### src/rtl/minc_p.sv
// minc_p: single-issue register/stack microcore. One instruction per valid fetch,
// 16 registers, internal data RAM holding both data and the call/return stack.
module minc_p #(
  parameter int unsigned DW   = 8,
  parameter int unsigned AW   = 8,
  parameter int unsigned NREG = 16
) (
  input  logic            CLK,
  input  logic            nRESET,
  output logic [AW-1:0]   imem_addr,
  input  logic [DW+6:0]   imem_data,
  input  logic            imem_valid,
  output logic [AW-1:0]   pc_out,
  output logic [AW-1:0]   sp_out,
  output logic [DW-1:0]   top_out,
  output logic            halted
);
  localparam int unsigned IW        = DW + 7;
  localparam int unsigned RAM_DEPTH = 1 << AW;

  localparam logic [2:0] OP_ALU  = 3'b000;
  localparam logic [2:0] OP_MVI  = 3'b001;
  localparam logic [2:0] OP_STM  = 3'b010;
  localparam logic [2:0] OP_LDM  = 3'b011;
  localparam logic [2:0] OP_JCC  = 3'b100;
  localparam logic [2:0] OP_CALL = 3'b101;
  localparam logic [2:0] OP_JMP  = 3'b110;

  localparam logic [3:0] SUB_MOV  = 4'b0000;
  localparam logic [3:0] SUB_ADD  = 4'b0001;
  localparam logic [3:0] SUB_SUB  = 4'b0010;
  localparam logic [3:0] SUB_MUL  = 4'b0011;
  localparam logic [3:0] SUB_PUSH = 4'b1000;
  localparam logic [3:0] SUB_LDS  = 4'b1001;
  localparam logic [3:0] SUB_POP  = 4'b1010;
  localparam logic [3:0] SUB_STS  = 4'b1011;
  localparam logic [3:0] SUB_RET  = 4'b1100;

  typedef enum logic {ST_RUN = 1'b0, ST_HALT = 1'b1} state_t;

  state_t          r_state, w_state_nxt;
  logic [AW-1:0]   r_pc, r_sp, w_pc_nxt, w_sp_nxt;
  logic            r_zero, r_carry, w_zero_nxt, w_carry_nxt;
  logic [DW-1:0]   r_regs [NREG];
  logic [DW-1:0]   r_ram  [RAM_DEPTH];

  logic            w_reg_we, w_ram_we;
  logic [3:0]      w_reg_wa;
  logic [DW-1:0]   w_reg_wd, w_ram_wd;
  logic [AW-1:0]   w_ram_wa;

  logic [2:0]      w_op;
  logic [3:0]      w_sub, w_rs_idx, w_rd_idx;
  logic [DW-1:0]   w_imm, w_rs, w_rd, w_mul, w_top;
  logic [DW:0]     w_sum, w_diff;
  logic [AW-1:0]   w_maddr, w_sp_dec, w_sp_inc, w_pc_inc, w_imm_tgt;
  logic            w_taken;

  // Field decode; rd sits in the low nibble for odd opcodes (mvi/ldm)
  assign w_op     = imem_data[IW-1 -: 3];
  assign w_sub    = imem_data[IW-4 -: 4];
  assign w_imm    = imem_data[DW+3:4];
  assign w_rs_idx = imem_data[3:0];
  assign w_rd_idx = w_op[0] ? imem_data[3:0] : imem_data[7:4];

  assign w_rs      = r_regs[w_rs_idx];
  assign w_rd      = r_regs[w_rd_idx];
  assign w_sum     = {1'b0, w_rd} + {1'b0, w_rs};
  assign w_diff    = {1'b0, w_rd} - {1'b0, w_rs};
  assign w_mul     = w_rd * w_rs;
  assign w_top     = r_ram[r_sp];
  assign w_maddr   = AW'(r_regs[15] + w_imm);
  assign w_sp_dec  = r_sp - AW'(1);
  assign w_sp_inc  = r_sp + AW'(1);
  assign w_pc_inc  = r_pc + AW'(1);
  assign w_imm_tgt = AW'(w_imm);

  always_comb begin
    case (imem_data[1:0])
      2'b00:   w_taken = r_zero;
      2'b01:   w_taken = r_carry;
      2'b10:   w_taken = !r_zero;
      default: w_taken = !r_carry;
    endcase
  end

  // Next-state, datapath writes and flag updates for the fetched instruction
  always_comb begin
    w_state_nxt = r_state;
    w_pc_nxt    = r_pc;
    w_sp_nxt    = r_sp;
    w_zero_nxt  = r_zero;
    w_carry_nxt = r_carry;
    w_reg_we    = 1'b0;
    w_reg_wa    = w_rd_idx;
    w_reg_wd    = '0;
    w_ram_we    = 1'b0;
    w_ram_wa    = w_sp_dec;
    w_ram_wd    = w_rs;
    if (r_state == ST_RUN && imem_valid) begin
      w_pc_nxt = w_pc_inc;
      case (w_op)
        OP_ALU: begin
          case (w_sub)
            SUB_MOV: begin
              w_reg_we   = 1'b1;
              w_reg_wd   = w_rs;
              w_zero_nxt = (w_rs == '0);
            end
            SUB_ADD: begin
              w_reg_we    = 1'b1;
              w_reg_wd    = w_sum[DW-1:0];
              w_zero_nxt  = (w_sum[DW-1:0] == '0);
              w_carry_nxt = w_sum[DW];
            end
            SUB_SUB: begin
              w_reg_we    = 1'b1;
              w_reg_wd    = w_diff[DW-1:0];
              w_zero_nxt  = (w_diff[DW-1:0] == '0);
              w_carry_nxt = w_diff[DW];
            end
            SUB_MUL: begin
              w_reg_we    = 1'b1;
              w_reg_wd    = w_mul;
              w_zero_nxt  = (w_mul == '0);
              w_carry_nxt = 1'b0;
            end
            SUB_PUSH: begin
              w_ram_we = 1'b1;
              w_sp_nxt = w_sp_dec;
            end
            SUB_LDS: w_sp_nxt = AW'(w_rs);
            SUB_POP: begin
              w_reg_we = 1'b1;
              w_reg_wd = w_top;
              w_sp_nxt = w_sp_inc;
            end
            SUB_STS: begin
              w_reg_we = 1'b1;
              w_reg_wd = DW'(r_sp);
            end
            SUB_RET: begin
              w_pc_nxt = AW'(w_top) + AW'(1);
              w_sp_nxt = w_sp_inc;
            end
            default: ;
          endcase
        end
        OP_MVI: begin
          w_reg_we = 1'b1;
          w_reg_wd = w_imm;
        end
        OP_STM: begin
          w_ram_we = 1'b1;
          w_ram_wa = w_maddr;
        end
        OP_LDM: begin
          w_reg_we = 1'b1;
          w_reg_wd = r_ram[w_maddr];
        end
        OP_JCC:  if (w_taken) w_pc_nxt = w_imm_tgt;
        OP_CALL: begin
          w_ram_we = 1'b1;
          w_ram_wd = DW'(r_pc);
          w_sp_nxt = w_sp_dec;
          w_pc_nxt = w_imm_tgt;
        end
        OP_JMP:  w_pc_nxt = w_imm_tgt;
        default: begin
          w_pc_nxt    = r_pc;
          w_state_nxt = ST_HALT;
        end
      endcase
    end
  end

  always_ff @(posedge CLK or negedge nRESET) begin
    if (!nRESET) begin
      r_state <= ST_RUN;
      r_pc    <= '0;
      r_sp    <= '0;
      r_zero  <= 1'b0;
      r_carry <= 1'b0;
      for (int i = 0; i < NREG; i++) r_regs[i] <= '0;
    end else begin
      r_state <= w_state_nxt;
      r_pc    <= w_pc_nxt;
      r_sp    <= w_sp_nxt;
      r_zero  <= w_zero_nxt;
      r_carry <= w_carry_nxt;
      if (w_reg_we) r_regs[w_reg_wa] <= w_reg_wd;
    end
  end

  // Data RAM keeps its contents across reset
  always_ff @(posedge CLK) begin
    if (w_ram_we) r_ram[w_ram_wa] <= w_ram_wd;
  end

  assign imem_addr = r_pc;
  assign pc_out    = r_pc;
  assign sp_out    = r_sp;
  assign top_out   = w_top;
  assign halted    = (r_state == ST_HALT);

endmodule
### config.mk
export PLATFORM = sky130hd
export DESIGN_NAME = minc_p
export DESIGN_NICKNAME = d
export VERILOG_FILES = /design/src/rtl/minc_p.sv
export SDC_FILE = /design/constraint.sdc
export NUM_CORES = 2
export LEC_CHECK = 0
export BUFFER_PORTS_ARGS = -buffer_cell sky130_fd_sc_hd__buf_2
export CORE_ASPECT_RATIO = 1.5
export CORE_MARGIN = 2
export CORE_UTILIZATION = 34
export CTS_CLUSTER_DIAMETER = 100
export DETAILED_ROUTE_END_ITERATION = 6
export PLACE_DENSITY = 0.45
export SYNTH_ARGS = -nofsm -noshare
export SYNTH_HDL_FRONTEND = slang
export SYNTH_SLANG_ARGS = --single-unit
### constraint.sdc
create_clock -name CLK -period 27.5 [get_ports CLK]
set_input_delay 2.75 -clock CLK [delete_from_list [all_inputs] [get_ports CLK]]
set_output_delay 2.75 -clock CLK [all_outputs]
set_load 0.05 [all_outputs]
==> reports/results.ini <==
[synth]
yosysTopAreaCellShare_pct=56.95
ys.flop_type=edfxtp_1
ys_seq_area_share_pct=60.36
yosys.area_share.simple_pct=3.242
synth_mux_area_share_pct=28.67
yosysUniqueCellTypes=94
yosysTopAreaCell=edfxtp_1
synth-xor-area-share_pct=0.4287
synth_top_family_by_area=multiplexers
synth_compound_area_share_pct=4.087
avgSynthCellArea_um2=18.25
syn_area_mm2=0.1080
synth_adder_area_share_pct=0.7763
synth.ff_latch_count=2195
ys_top_cells_by_area=edfxtp_1, mux4_2, mux2i_1, dfrtp_1, nor2_1
ys_warn_count=0
async_flop_share_pct=6.697
synth_cells=5917
synth_edf_count=2048
syn-num-nets=5993

[clocking]
ctsLongestPathBuffers=4
clock-sinks=2195
cts_tree=done
path_clk_slew_ns=0.06
post_cts_buffers=0
cts_resized=0
clk_latency_ns=0.92
cts_hold_buffers=0
cts-root-buf=clkbuf_16
cts_inserted_buffers=225
h-tree-depth=4

[global_route]
track_usage_pct=24.04
grt_max_degree=193
grt_pass1_vias=64840
grt_pass1_wl_mm=540.0
antenna_found_initial=24
grt_use_met2_pct=42.78
overflow=0
use_met1_pct=28.59
busiest_layer=met2
met3_usage_pct=3.185

[drt]
dr.first_iter.drc_count=6106
ant_nets=0
via_per_inst=5.949
wl_per_cell_um=37.96
drtPass1Iterations=6
wirelength_mm=392.5
drc=0
vias=61510

[worst_setup_path]
crit_chain=buf_4, buf_4, buf_4, buf_4, mux4_2, mux4_2, a221oi_2, nor3_1, or4_1, buf_2
worstSetupEndpointType=output port
critPathSlowestCell=a221oi_2
worstPathArrival_ns=7.63
required_ns=24.75
cpPeakStageDelay_ns=1.00
critPathKind=reg2out
path_max_fanout=32
cp-start-kind=flop
path_common_cell=buf_4

[sta]
min_period_over_period_pct=37.74
setup_ws_ns=17.12
skew_ns=0.05119
worst_slew_pin_slew_ns=1.405
fmax_mhz=96.34
finalMaxSlewViolations=0
setup_viol=0
rsz0062_at_grt=false
slew_headroom_pct=5.968
hold_violations=0
min_period_ns=10.38
fin_tns_setup_ns=0

[worst_hold_path]
hp-class=reg2reg

[placed_design]
place_inst=9932
gp_congestion=0.8869
dp_hpwl_mm=261.0
portBuffers=50
dpl_worst_slack_ns=16.89

[finish]
syn_to_final_growth_pct=11.80
fillers=28850
drive_gt1_share_pct=31.35
final_common_cell=edfxtp_1
final_cell_mix=edfxtp_1, mux4_2, nor2_1
final_nets=6028
fin_cells=10340

[pwr]
p_leak_uw=0.03999
pwr-share-comb_pct=35.5
power.internal_uw=6953
p_sw_uw=3804
power.density_mw_per_mm2=89.10
switching_share_pct=35.36
p_clk_share_pct=29.2
vdd_drop_max_uv=112.9
power_frac_seq_pct=35.3

[die]
initial_core_util_pct=34.15
fp.dieW_um=464.1
num_io_pins=51
dieArea_mm2=0.3222
die_h_um=694.2
num_rows=253
coreArea_mm2=0.3162

[flow_run]
maxCapViolCount=0

[run_status]
status=completed

==> per-stage QoR <==
step	area [um2]	total power, uW	hold WS [ns]	utilization (%)
2_1_floorplan	108000	6302	0.4486	-
4_1_cts	120700	10860	0.4682	38.17
3_5_place_dp	113400	7717	0.4543	35.87
3_3_place_gp	113400	7716	0.4557	35.87
5_1_grt	120700	11070	0.5060	38.17
6_report	120700	10760	0.4669	38.17
==> flip-flops by register name (all words and copies together) (netlist names) <==
| register | count |
|---|---|
| imem_addr | 8 |
| r_regs | 128 |
| halted | 1 |
| r_carry | 1 |
| r_zero | 1 |
| r_ram | 2048 |
| sp_out | 8 |
==> synth_stat cells (9+ instances only) <==
cell / instances
clkbuf_1: 184
a31oi_1: 11
a21oi_1: 241
mux4_2: 1129
mux2_4: 10
inv_1: 48
o221ai_1: 23
buf_4: 47
a21boi_0: 21
edfxtp_1: 2048
nand2_1: 143
nor2b_1: 39
nand3b_1: 12
nor2_1: 450
or3_1: 11
nor3_1: 26
o22ai_1: 20
xor2_1: 16
and3_1: 10
o211ai_1: 15
nand3_1: 27
buf_6: 22
nand2b_1: 15
mux2i_1: 393
a22oi_1: 71
and2_1: 14
a21o_1: 16
nand4_1: 9
a22o_1: 10
buf_2: 193
dfrtp_1: 147
a211oi_1: 29
ha_1: 43
a2111oi_0: 10
mux4_1: 21
buf_1: 36
a221oi_1: 26
o41ai_1: 21
mux2_2: 80
xnor2_1: 29
fa_1: 15
o21ai_0: 56
==> power groups by stage <==
stage | Sequential (uW) | Clock (uW) | Combinational (uW)
after floorplan | 3900 | 0 | 2410
after global placement | 3870 | 0 | 3840
after detailed placement | 3870 | 0 | 3840
after CTS | 3800 | 3200 | 3850
after global routing | 3800 | 3310 | 3950
final | 3800 | 3140 | 3810
==> critical path, delay by kind of cell (launching register included) <==
family          cells  cell delay, ns
buf+inv             5            2.65
compound gates      1            1.00
mux                 2            1.15
flops               1            0.87
simple gates        2            0.90
==> cell type report <==
| cell class | count | area (um2) | share of cell area, % |
|---|---|---|---|
| multi-input cells | 3186 | 40520 | 33.56 |
| flip-flops and latches | 2195 | 65200 | 54.01 |
| repair buffers | 292 | 2258 | 1.871 |
| well taps | 4207 | 5264 | 4.360 |
| clock inverters | 129 | 1346 | 1.115 |
| clock buffers | 273 | 5924 | 4.907 |
| diodes | 5 | 12.51 | 0.01036 |
| inverters | 52 | 202.7 | 0.1679 |
==> path summary, 6_finish.rpt <==
| check | startpoint | to | slack (ns) | cells past startpoint |
|---|---|---|---|---|
| worst max-delay path | sp_out[0] | top_out[0] | 17.12 | 10 |
| min in group asynchronous | nRESET | imem_addr[0] | 1.93 | 1 |
| worst min register to register | halted | halted | 0.47 | 1 |
| worst max register to register | sp_out[0] | r_ram[246][4] | 19.53 | 12 |
| worst min-delay path | halted | halted | 0.47 | 1 |
| max in group asynchronous | nRESET | r_regs[121] | 24.12 | 2 |
==> per-layer routing <==
layer  vias up  share of wire [%]  routed length, um
li1      24910                  -                  -
met5         -              0.012                 47
met3       690                5.2              20220
met1     33630                 37             146800
met2      2270                 52             203200
met4         6                5.7              22200
==> cell families after synthesis <==
family	count (synthesis)
AND/OR/NAND/NOR	793
multiplexers	1633
flip-flops	2195
XOR/XNOR	48
AO/OA/AOI/OAI	654
buffers and inverters	536
adder cells (fa/ha/maj)	58
No activity file was read; power rests on OpenSTA's default activity.
